$ cat src/rtl/ofm_write_addr_gen_if.sv
// Beat-in / memory-write-out bus of the OFM write address generator.
// The master side feeds beats and observes writes; the slave side is the generator.
interface ofm_write_addr_gen_if #(
  parameter int SYSTOLIC_SIZE = 16,
  parameter int DATA_WIDTH    = 16,
  parameter int ADDR_WIDTH    = 14
);
  logic                                  in_valid;
  logic [SYSTOLIC_SIZE*DATA_WIDTH-1:0]   in_data;
  logic                                  mem_wr_en;
  logic [ADDR_WIDTH-1:0]                 mem_addr;
  logic [SYSTOLIC_SIZE*DATA_WIDTH-1:0]   mem_data;
  logic [SYSTOLIC_SIZE-1:0]              mem_lane_en;

  modport master (
    output in_valid, in_data,
    input  mem_wr_en, mem_addr, mem_data, mem_lane_en
  );

  modport slave (
    input  in_valid, in_data,
    output mem_wr_en, mem_addr, mem_data, mem_lane_en
  );
endinterface

$ cat src/rtl/ofm_write_addr_gen.sv
// Turns a stream of systolic-array output rows into OFM memory writes for one filter group,
// walking beat (filter) innermost, then tile column, then OFM row.
module ofm_write_addr_gen #(
  parameter int SYSTOLIC_SIZE = 16,
  parameter int OFM_SIZE      = 32,
  parameter int NO_FILTER     = 16,
  parameter int DATA_WIDTH    = 16,
  parameter int ADDR_WIDTH    = 14
) (
  input  logic                  clk,
  input  logic                  rst_n,
  input  logic                  start,
  input  logic [6:0]            filter_group,
  ofm_write_addr_gen_if.slave   bus,
  output logic                  tile_done,
  output logic                  group_done,
  output logic                  overflow_err
);

  localparam int NTPL = (OFM_SIZE + SYSTOLIC_SIZE - 1) / SYSTOLIC_SIZE;
  localparam int KW   = (SYSTOLIC_SIZE > 1) ? $clog2(SYSTOLIC_SIZE) : 1;
  localparam int TW   = (NTPL > 1) ? $clog2(NTPL) : 1;
  localparam int RW   = (OFM_SIZE > 1) ? $clog2(OFM_SIZE) : 1;
  localparam int LW   = SYSTOLIC_SIZE * DATA_WIDTH;

  localparam logic [KW-1:0] K_LAST = KW'(SYSTOLIC_SIZE - 1);
  localparam logic [TW-1:0] T_LAST = TW'(NTPL - 1);
  localparam logic [RW-1:0] R_LAST = RW'(OFM_SIZE - 1);

  typedef enum logic [1:0] {
    IDLE,
    ACTIVE,
    DONE
  } state_e;

  state_e                   state_q, state_d;
  logic [KW-1:0]            k_q, k_d;
  logic [TW-1:0]            tcol_q, tcol_d;
  logic [RW-1:0]            row_q, row_d;
  logic [6:0]               fgroup_q, fgroup_d;
  logic                     mem_wr_en_q, mem_wr_en_d;
  logic [ADDR_WIDTH-1:0]    mem_addr_q, mem_addr_d;
  logic [LW-1:0]            mem_data_q, mem_data_d;
  logic [SYSTOLIC_SIZE-1:0] mem_lane_en_q, mem_lane_en_d;
  logic                     tile_done_q, tile_done_d;
  logic                     group_done_q, group_done_d;
  logic                     overflow_err_q, overflow_err_d;

  logic [31:0]              f_idx;
  logic                     f_in_range;
  logic [SYSTOLIC_SIZE-1:0] lane_mask;
  logic                     accept;
  logic                     last_k, last_t, last_r;

  // Filter of the current beat and whether it exists in memory
  always_comb begin
    f_idx      = 32'(fgroup_q) * 32'(SYSTOLIC_SIZE) + 32'(k_q);
    f_in_range = f_idx < 32'(NO_FILTER);
  end

  // Lanes of the last tile column may hang past the right edge of the OFM
  always_comb begin
    lane_mask = '0;
    for (int j = 0; j < SYSTOLIC_SIZE; j++) begin
      lane_mask[j] = (32'(tcol_q) * 32'(SYSTOLIC_SIZE) + 32'(j)) < 32'(OFM_SIZE);
    end
  end

  always_comb begin
    accept = (state_q == ACTIVE) && bus.in_valid && !start;
    last_k = (k_q == K_LAST);
    last_t = (tcol_q == T_LAST);
    last_r = (row_q == R_LAST);
  end

  always_comb begin
    state_d        = state_q;
    k_d            = k_q;
    tcol_d         = tcol_q;
    row_d          = row_q;
    fgroup_d       = fgroup_q;
    mem_wr_en_d    = 1'b0;
    mem_addr_d     = mem_addr_q;
    mem_data_d     = mem_data_q;
    mem_lane_en_d  = '0;
    tile_done_d    = 1'b0;
    group_done_d   = group_done_q;
    overflow_err_d = overflow_err_q;

    if (start) begin
      // Restart wins over everything, including a beat in the same cycle
      state_d        = ACTIVE;
      k_d            = '0;
      tcol_d         = '0;
      row_d          = '0;
      fgroup_d       = filter_group;
      group_done_d   = 1'b0;
      overflow_err_d = 1'b0;
    end else if (bus.in_valid && (state_q != ACTIVE)) begin
      overflow_err_d = 1'b1;
    end else if (accept) begin
      mem_wr_en_d   = f_in_range;
      mem_lane_en_d = f_in_range ? lane_mask : '0;
      mem_addr_d    = ADDR_WIDTH'(f_idx * 32'(OFM_SIZE * OFM_SIZE)
                                  + 32'(row_q) * 32'(OFM_SIZE)
                                  + 32'(tcol_q) * 32'(SYSTOLIC_SIZE));
      mem_data_d    = bus.in_data;
      tile_done_d   = last_k;

      if (last_k) begin
        k_d = '0;
        if (last_t) begin
          tcol_d = '0;
          if (last_r) begin
            row_d        = '0;
            state_d      = DONE;
            group_done_d = 1'b1;
          end else begin
            row_d = row_q + 1'b1;
          end
        end else begin
          tcol_d = tcol_q + 1'b1;
        end
      end else begin
        k_d = k_q + 1'b1;
      end
    end
  end

  always_ff @(posedge clk or negedge rst_n) begin
    if (!rst_n) begin
      state_q        <= IDLE;
      k_q            <= '0;
      tcol_q         <= '0;
      row_q          <= '0;
      fgroup_q       <= '0;
      mem_wr_en_q    <= 1'b0;
      mem_addr_q     <= '0;
      mem_data_q     <= '0;
      mem_lane_en_q  <= '0;
      tile_done_q    <= 1'b0;
      group_done_q   <= 1'b0;
      overflow_err_q <= 1'b0;
    end else begin
      state_q        <= state_d;
      k_q            <= k_d;
      tcol_q         <= tcol_d;
      row_q          <= row_d;
      fgroup_q       <= fgroup_d;
      mem_wr_en_q    <= mem_wr_en_d;
      mem_addr_q     <= mem_addr_d;
      mem_data_q     <= mem_data_d;
      mem_lane_en_q  <= mem_lane_en_d;
      tile_done_q    <= tile_done_d;
      group_done_q   <= group_done_d;
      overflow_err_q <= overflow_err_d;
    end
  end

  assign bus.mem_wr_en   = mem_wr_en_q;
  assign bus.mem_addr    = mem_addr_q;
  assign bus.mem_data    = mem_data_q;
  assign bus.mem_lane_en = mem_lane_en_q;
  assign tile_done       = tile_done_q;
  assign group_done      = group_done_q;
  assign overflow_err    = overflow_err_q;

endmodule

$ cat src/flat_wrapper.sv
// flat-port wrapper written by rule: the top's interface ports become plain ports
module ofm_write_addr_gen_flat 
#(
  parameter int SYSTOLIC_SIZE = 16,
  parameter int OFM_SIZE      = 32,
  parameter int NO_FILTER     = 16,
  parameter int DATA_WIDTH    = 16,
  parameter int ADDR_WIDTH    = 14
)
  (clk, rst_n, start, filter_group, tile_done, group_done, overflow_err, bus_in_valid, bus_in_data, bus_mem_wr_en, bus_mem_addr, bus_mem_data, bus_mem_lane_en);
  ofm_write_addr_gen_if #(.SYSTOLIC_SIZE(SYSTOLIC_SIZE), .DATA_WIDTH(DATA_WIDTH), .ADDR_WIDTH(ADDR_WIDTH)) bus_i ();
  input  logic clk;
  input  logic rst_n;
  input  logic start;
  input  logic [6:0] filter_group;
  output logic tile_done;
  output logic group_done;
  output logic overflow_err;
  input wire logic [$bits(bus_i.in_valid)-1:0] bus_in_valid;
  input wire logic [$bits(bus_i.in_data)-1:0] bus_in_data;
  output wire logic [$bits(bus_i.mem_wr_en)-1:0] bus_mem_wr_en;
  output wire logic [$bits(bus_i.mem_addr)-1:0] bus_mem_addr;
  output wire logic [$bits(bus_i.mem_data)-1:0] bus_mem_data;
  output wire logic [$bits(bus_i.mem_lane_en)-1:0] bus_mem_lane_en;
  assign bus_i.in_valid = bus_in_valid;
  assign bus_i.in_data = bus_in_data;
  assign bus_mem_wr_en = bus_i.mem_wr_en;
  assign bus_mem_addr = bus_i.mem_addr;
  assign bus_mem_data = bus_i.mem_data;
  assign bus_mem_lane_en = bus_i.mem_lane_en;
  ofm_write_addr_gen #(.SYSTOLIC_SIZE(SYSTOLIC_SIZE), .OFM_SIZE(OFM_SIZE), .NO_FILTER(NO_FILTER), .DATA_WIDTH(DATA_WIDTH), .ADDR_WIDTH(ADDR_WIDTH)) u_core (.clk(clk), .rst_n(rst_n), .start(start), .filter_group(filter_group), .bus(bus_i), .tile_done(tile_done), .group_done(group_done), .overflow_err(overflow_err));
endmodule
$ cat config.mk
export PLATFORM = sky130hd
export DESIGN_NAME = ofm_write_addr_gen_flat
export DESIGN_NICKNAME = d
export VERILOG_FILES = /design/src/rtl/ofm_write_addr_gen_if.sv /design/src/rtl/ofm_write_addr_gen.sv /design/src/flat_wrapper.sv
export SDC_FILE = /design/constraint.sdc
export NUM_CORES = 1
export LEC_CHECK = 0
export CAP_MARGIN = 0
export CORE_AREA = 5 5 213 215
export CTS_CLUSTER_SIZE = 14
export DETAILED_ROUTE_END_ITERATION = 16
export DIE_AREA = 0 0 218 220
export PLACE_DENSITY_LB_ADDON = 0.15
export SYNTH_ARGS = -nofsm -noshare
export SYNTH_HDL_FRONTEND = slang
export SYNTH_SLANG_ARGS = --single-unit
export TNS_END_PERCENT = 20
$ cat constraint.sdc
create_clock -name clk -period 1.9 [get_ports clk]
set_clock_uncertainty 0.15 [all_clocks]
set_input_delay 0.285 -clock clk [delete_from_list [all_inputs] [get_ports clk]]
set_output_delay 0.285 -clock clk [all_outputs]
set_load 0.02 [all_outputs]
Word-level counts from Yosys, hierarchy flattened
Cells that the tools add are included.
- reduce and logical (&&, ||, !) cells: 14
- $add $sub $neg: 21
- bitwise logic cells: 2
- magnitude comparators: 17
- equality and inequality tests: 5
- muxes and demuxes: 39
- operators with widths (cell ; number):
    $lt A32 B6 Y1 const B ; 15
    $mux W16 ; 4
    $add A5 B4 Y6 const B ; 8
    $mux W5 ; 6
    $add A5 B3 Y6 const B ; 4
    $mux W1 ; 19
    $mux W4 ; 4
    $add A14 B10 Y14 ; 1
    $add A14 B5 Y14 ; 1
    $add A11 B4 Y12 ; 1
    $add A5 B2 Y6 const B ; 2
    $lt A12 B5 Y1 const B ; 1
    $mux W2 ; 6
    $reduce_bool A2 Y1 ; 5
    $add A5 B1 Y6 const B ; 1
    $lt A5 B6 Y1 const B ; 1
    $reduce_and A3 Y1 ; 2
    $add A5 B1 Y5 const B ; 1
    $eq A5 B5 Y1 const B ; 1
    $reduce_and A5 Y1 ; 1
    $add A4 B1 Y4 const B ; 1
    $eq A4 B4 Y1 const B ; 1
    $reduce_and A4 Y1 ; 1
    $logic_and A1 B1 Y1 ; 3
    other kinds (7) ; 8
- bits of input ports: 267
- word-level logic and storage cells: 110
- output and inout port bits: 290
- register bits after elaboration: 309

Logic depth before layout (Yosys ltp)
Gate-level depths: netlist of run 1.
- depth in word-level cells: 7
- depth in mapped cells: 6
- depth with buffers taken out: 6

Worst setup path before layout of run 1
No wires, ideal clock.
- path type: flip-flop to flip-flop
- start point: register u_core.row_q[0]
- end point: register u_core.row_q[2]
- required time: 1672 ps
- arrival: 1670 ps
- setup time: 78 ps
- clock period less this slack: 1898 ps
- path buffers: 0
- cell stages (with the launch flop): 6
- slack: 2 ps
- path through: dfrtp_1 > ha_1 > and3_1 > ha_1 > or4_1 > a21oi_1
- longest elaborated chain between the ends: 7
- elaborated cells between the ends (all ways): 8
- classes of those cells: add/sub: 1; eq/ne: 1; mux: 6
- RTL lines (what ; line ; RTL):
    from (decl) ; ofm_write_addr_gen.sv:39 ; logic [RW-1:0] row_q, row_d;
    from (signal assigned) ; ofm_write_addr_gen.sv:148 ; row_q <= row_d;
    $add A5 B1 Y5 / $eq A5 B5 Y1 (equally long branches) ; ofm_write_addr_gen.sv:119, ofm_write_addr_gen.sv:73 ;
    $mux W5 * ; ofm_write_addr_gen.sv:114 ; if (last_r) begin
    $mux W5 * ; ofm_write_addr_gen.sv:112 ; if (last_t) begin
    $mux W5 * ; ofm_write_addr_gen.sv:110 ; if (last_k) begin
    $mux W5 * ; ofm_write_addr_gen.sv:101 ; end else if (accept) begin
    $mux W5 * ; ofm_write_addr_gen.sv:99 ; end else if (bus.in_valid && (state_q != ACTIVE)) begin
    $mux W5 * ; ofm_write_addr_gen.sv:90 ; if (start) begin
Mark *: on every way between the ends. The rest lies on a longest branch, timed or not. The select of a mux whose other input is x is not followed.
A chain may end at the register's enable or synchronous reset.

Worst setup path in the final report of run 1
- start point: register u_core.row_q[0]
- end point: register u_core.row_q[3]
Same word-level chain as after synthesis.

==> impl_metrics.json, run 1 <==
{
  "fill_cells": 4102,
  "vias": 7899,
  "final_util": 0.4430,
  "grt_pass1_vias": 8694,
  "antenna_found_initial": 2,
  "final.min_clock_period_ps": 1846,
  "r2r_cells": 5,
  "p_leak_uw": 0.009018,
  "worstPathMaxFanout": 4,
  "drv_slew": 0,
  "ant_nets": 0,
  "ys_warn_count": 0,
  "synthSimpleGateAreaFrac": 0.01640,
  "ys_ff_latch": 288,
  "rsz0062_at_grt": "yes",
  "clockBufferDepth": 3,
  "required_ps": 2210,
  "seq_area_frac_synth": 0.5979,
  "die-height_um": 220,
  "synth-compound-area-share": 0.009031,
  "cpMostUsedCell": "ha_2",
  "fin_nets": 1543,
  "cts_buffers": 36,
  "synth_edf_count": 0,
  "initial_core_util": 0.2768,
  "synth.area.mux_share": 0.3272,
  "cpMaxStageDelayCell": "or4_4",
  "post-place-ws_ps": -232.0,
  "min_period_over_period": 0.9715,
  "grt_usage": 0.1508,
  "die_area_um2": 47960,
  "synthDistinctLibCells": 33,
  "drc": 0,
  "clk_pin_slew_ps": 60,
  "critPathMaxStageDelay_ps": 540,
  "synth_adder_area_share": 0.003114,
  "cts_root_buf": "clkbuf_16",
  "r2r_start": "u_core.row_q[0]",
  "layoutNonFillerInstCount": 1893,
  "yosys.area.top_type": "dfrtp_1",
  "die_w_um": 218,
  "syn_to_final_growth_pct": 60.04,
  "status": "completed",
  "clkLatencyLatePin_ps": 530,
  "async_flop_share": 1.000,
  "ys.flop_type": "dfrtp_1",
  "criticalPathCategory": "reg2reg",
  "drt-initial-drc-count": 340,
  "synth-xor-area-share": 0.0007266,
  "wl_per_cell_um": 20.12,
  "grt_overflow_total": 0,
  "worst_hold_path_type": "in2async",
  "htree_levels": 2,
  "p_per_area_nw_per_um2": 980.7,
  "firstDrtPassIters": 4,
  "routed_wirelength_mm": 38.10,
  "gr-usage-met2": 0.2555,
  "gp_routability_congestion": 0.7370,
  "rows": 77,
  "io-pin-count": 557,
  "place_hpwl_mm": 29.21,
  "grtUsageMet3": 0.05495,
  "io_buffers": 552,
  "synth_area_um2": 12050,
  "startpoint_type": "register",
  "grt_first_pass_wirelength_mm": 55.65,
  "coreArea_um2": 43550,
  "setup_tns_ps": 0,
  "synthCells": 672,
  "synth_top_area_share": 0.5979,
  "drive_gt1_frac": 0.3041,
  "drv_cap": 0,
  "finalWorstSetupSlack_ps": 54.17,
  "setup_violations": 0,
  "hold_viol_final": 0,
  "cts_sinks": 288,
  "worstPathCellList": "ha_2 -> and3_1 -> ha_2 -> or4_4 -> a21oi_2",
  "arrival_ps": 2150,
  "vdd_drop_max_mv": 0.5830,
  "fmax_mhz": 541.8,
  "drt-vias-per-instance": 4.173,
  "power_uw": 18920,
  "gr-usage-met1": 0.1795,
  "r2r-end": "u_core.row_q[3]",
  "reg2reg_slack_ps": 50,
  "cts_tree": "built",
  "synth_area_leaders": "dfrtp_1 60%, mux2_4 29%, mux2_2 4.1%",
  "busiest_layer": "met2",
  "dp.cells": 1826,
  "synth.avg_cell_area_um2": 17.94,
  "grt_max_degree": 60,
  "synth_top_family_by_area": "multiplexers",
  "crit_path_end_kind": "register"
}
[worst max-delay path, delay by kind of cell, from the launching register on]
| family | cells | cell delay [ps] |
|---|---|---|
| flip-flops | 1 | 380 |
| adder cells (fa/ha/maj) | 2 | 390 |
| AND/OR/NAND/NOR | 2 | 720 |
| AO/OA/AOI/OAI | 1 | 140 |
[placed cells by master (no fill, tap or decap), drive strengths merged, types with 2 or more instances in the layout]
| cell type | Yosys | layout |
|---|---|---|
| a21oi | 11 | 11 |
| and3 | 2 | 2 |
| buf | 52 | 61 |
| clkbuf | 1 | 58 |
| clkdlybuf4s50 | 0 | 265 |
| clkinv | 0 | 5 |
| conb | 1 | 4 |
| dfrtp | 288 | 288 |
| diode | 0 | 2 |
| dlygate4sd2 | 0 | 285 |
| ha | 3 | 3 |
| mux2 | 273 | 273 |
| nand2 | 3 | 3 |
| nand2b | 2 | 2 |
| nand3 | 3 | 3 |
| nand4b | 5 | 5 |
| nor2 | 4 | 4 |
| nor4 | 2 | 2 |
| o21ai | 5 | 5 |
| o31ai | 2 | 2 |
| or3 | 4 | 4 |
| or4 | 2 | 2 |
[area by class of cell]
class	instances	area, um^2	share of cell area
Clock inverter	6	58.81	0.003048
Timing Repair Buffer	613	5834	0.3024
Tap cell	592	740.7	0.03840
Sequential cell	288	7208	0.3737
Clock buffer	58	1105	0.05727
Multi-Input combinational cell	333	4335	0.2247
Inverter	1	3.754	0.0001946
Antenna cell	2	5.005	0.0002594
[cell usage after synthesis (all sizes together) (2+ instances only)]
master	n
buf	52
o31ai	2
nor4	2
or4	2
ha	3
nand4b	5
o21ai	5
nand3	3
nand2	3
nand2b	2
mux2	273
dfrtp	288
or3	4
and3	2
a21oi	11
nor2	4
[sequential cells by signal, indices dropped and copies added, names as in the netlist]
register	count
u_core.bus.mem_data	256
u_core.bus.mem_addr	10
u_core.fgroup_q	7
u_core.row_q	5
u_core.k_q	4
u_core.state_q	2
u_core.bus.mem_lane_en	1
u_core.last_t	1
u_core.overflow_err	1
u_core.tile_done	1
[cell families (layout without fill, tap and decap cells)]
kind of cell | count (synthesis) | count (layout)
DFF | 288 | 288
muxes | 274 | 274
buffers and inverters | 54 | 678
and+or+nand+nor | 31 | 31
AOI/OAI and AO/OA | 20 | 20
adders and majority gates | 3 | 3
other | 1 | 6
xor gates and xnor gates | 1 | 1
[how the worst max path moves through the flow]
stage | from | slack (ps) | cells after the start | to
after global routing | u_core.bus.mem_lane_en[14] | -8 | 1 | bus_mem_lane_en[10]
final | u_core.row_q[0] | 50 | 5 | u_core.row_q[3]
after floorplan | u_core.row_q[0] | 2 | 5 | u_core.row_q[2]
after detailed placement | start | -230 | 5 | u_core.bus.mem_data[180]
after CTS | u_core.row_q[0] | 20 | 5 | u_core.row_q[3]
after global placement | start | -210 | 5 | u_core.bus.mem_data[174]
[where the power goes]
group          total, uW  switching (uW)  internal, uW  leakage (uW)
sequential          7450             455          7000       0.00342
clock               6740            2630          4100      0.000575
combinational       4730            2240          2490       0.00502
total              18900            5330         13600       0.00902
[timing repair]
item / 4_1_cts / 5_1_grt
pin swaps: 0 / 1
endpoints found under the hold margin: 249 / 0
setup endpoints to repair: 287 / 8
setup buffers: 0 / 0
hold buffers: 1 / 0
resized for setup: 288 / 6
gates cloned: 0 / 0
[metal layers]
layer  vias up  part of all wire
met5         -                 0
met4         0             0.026
met3        59             0.080
met2       303              0.50
met1      3968              0.40
li1       3569                 -
[through the flow]
step	hold WS [ps]	area [um^2]
2_1_floorplan	-160.6	12070
3_3_place_gp	77.11	18450
3_5_place_dp	80.33	18450
4_1_cts	93.33	19270
5_1_grt	118.0	19290
6_report	111.1	19290
(Power assumes the default switching activity.)
==> inputs of run 2 (changes only) <==
CORE_AREA = 5 5 215 217   (was 5 5 213 215)
DIE_AREA = 0 0 220 222   (was 0 0 218 220)
==> impl_metrics.json, run 2 (synthesis results as in run 1) <==
{
  "worst_hold_path_type": "in2async",
  "wl_per_cell_um": 20.60,
  "die-height_um": 222,
  "holdWs_ps": 151.5,
  "status": "completed",
  "p_int_uw": 13820,
  "drt-vias-per-instance": 4.144,
  "clkPwrFrac": 0.364,
  "grt_overflow_total": 0,
  "cts_setup_buffers": 0,
  "rsz0062_at_grt": "yes",
  "fmax_mhz": 545.4,
  "cts_sinks": 288,
  "required_ps": 2200,
  "seqPwrFrac": 0.390,
  "r2r_cells": 5,
  "critPathMaxStageDelay_ps": 520,
  "worstPathMaxFanout": 4,
  "drive_gt1_frac": 0.3041,
  "grt_pass1_vias": 8836,
  "antenna_found_initial": 5,
  "clk_pin_slew_ps": 60,
  "grt_max_degree": 53,
  "largest_register_ffs": 256,
  "criticalPathCategory": "reg2reg",
  "setup_violations": 0,
  "vdd_drop_max_mv": 0.5414,
  "ant_nets": 0,
  "cts_root_buf": "clkbuf_16",
  "p_leak_uw": 0.009026,
  "p_per_area_nw_per_um2": 991.6,
  "cpMostUsedCell": "ha_2",
  "min_period_over_period": 0.9650,
  "p_switching_uw": 5328,
  "drv_slew": 0,
  "cts_tree": "built",
  "startpoint_type": "register",
  "die_w_um": 220,
  "rows": 77,
  "fill_cells": 4138,
  "layoutNonFillerInstCount": 1885,
  "crit_path_end_kind": "register",
  "layout_common_cells": "287 x dfrtp_1, 286 x dlygate4sd2_1, 265 x clkdlybuf4s50_1",
  "io_buffers": 552,
  "initial_core_util": 0.2744,
  "place_hpwl_mm": 29.75,
  "hold_viol_final": 0,
  "netSwitchingFraction": 0.2782,
  "r2r_start": "u_core.row_q[0]",
  "firstDrtPassIters": 4,
  "cts_buffers": 36,
  "syn_to_final_growth_pct": 60.20,
  "htree_levels": 2,
  "drv_cap": 0,
  "grt_first_pass_wirelength_mm": 57.30,
  "gp_routability_congestion": 0.7651,
  "routed_wirelength_mm": 38.84,
  "worstPathCellList": "ha_2 -> and3_1 -> ha_2 -> or4_1 -> a21oi_1",
  "drc": 0,
  "arrival_ps": 2130,
  "drt-initial-drc-count": 251,
  "die_area_um2": 48840,
  "vias": 7811,
  "crit_start": "u_core.row_q[0]",
  "final_common_cell": "dfrtp_1",
  "reg2reg_slack_ps": 70,
  "r2r-end": "u_core.row_q[2]",
  "power_uw": 19150,
  "clkLatencyLatePin_ps": 520,
  "cpMaxStageDelayCell": "or4_1",
  "fin_nets": 1539,
  "coreArea_um2": 43930,
  "clockBufferDepth": 3,
  "dp.cells": 1822,
  "final.min_clock_period_ps": 1833,
  "io-pin-count": 557,
  "grt_usage": 0.1533,
  "comb_power_share": 0.247
}
run 2: cell count changes in the layout (fill, tap and decap cells not counted), moves of 2 or more:
cell,previous run,this run
clkbuf_1,11,3
buf_4,44,39
clkbuf_8,10,14
clkinv_2,4,2
diode_2,2,4
run 2: layout make-up:
| class | count | area [um^2] | area share |
|---|---|---|---|
| timing repair buffer | 609 | 5816 | 0.3012 |
| clock inverter | 4 | 70.07 | 0.003628 |
| antenna | 4 | 10.01 | 0.0005183 |
| multi-input combinational | 333 | 4333 | 0.2244 |
| tap | 592 | 740.7 | 0.03836 |
| sequential | 288 | 7208 | 0.3733 |
| clock buffer | 54 | 1130 | 0.05851 |
| inverter | 1 | 3.754 | 0.0001944 |
run 2: how the worst max path moves through the flow:
stage | end | slack, ps
after CTS | bus_mem_lane_en[0] | 30
after global routing | bus_mem_lane_en[9] | -10
after global placement | u_core.bus.mem_data[184] | -200
final | u_core.row_q[2] | 70
after floorplan | u_core.row_q[2] | 2
after detailed placement | u_core.bus.mem_data[255] | -220
run 2: power by group through the flow:
stage / clock network (uW) / logic [uW] / registers [uW]
after CTS: 7220 / 4820 / 7470
after detailed placement: 0 / 5400 / 7580
after floorplan: 0 / 1480 / 8590
after global routing: 7460 / 4990 / 7580
final: 6960 / 4730 / 7460
after global placement: 0 / 5390 / 7590
run 2: stage by stage:
| step | setup slack, ps | area, um^2 | utilization | setup TNS [ps] |
|---|---|---|---|---|
| 4_1_cts | 29.41 | 19290 | 0.4390 | 0 |
| 5_1_grt | -12.47 | 19310 | 0.4396 | -62.44 |
| 3_3_place_gp | -205.0 | 18430 | 0.4195 | -44040 |
| 3_5_place_dp | -216.4 | 18430 | 0.4195 | -47160 |
| 6_report | 66.55 | 19310 | 0.4396 | 0 |
| 2_1_floorplan | 2.144 | 12070 | - | 0 |
run 2: routing by layer:
layer | up-vias | global-route usage | share of wire
li1 | 3546 | - | -
met1 | 3873 | 0.1743 | 0.38
met2 | 323 | 0.2606 | 0.50
met3 | 69 | 0.05776 | 0.093
met4 | 0 | 0.05919 | 0.030
met5 | - | 0 | 0
run 2: worst max-delay path: cells and delay by family (launching register included):
family	cells	cell delay (ps)
adder cells (fa/ha/maj)	2	390
AO/OA/AOI/OAI	1	140
flip-flops	1	380
AND/OR/NAND/NOR	2	710
run 2: repair_timing:
item                                    in CTS  in global routing
endpoints found under the setup margin     287                 16
hold endpoints to repair                   205                  0
pin swaps                                    0                  2
hold buffers                                 1                  0
resized for setup                          288                  4
cloned                                       0                  0
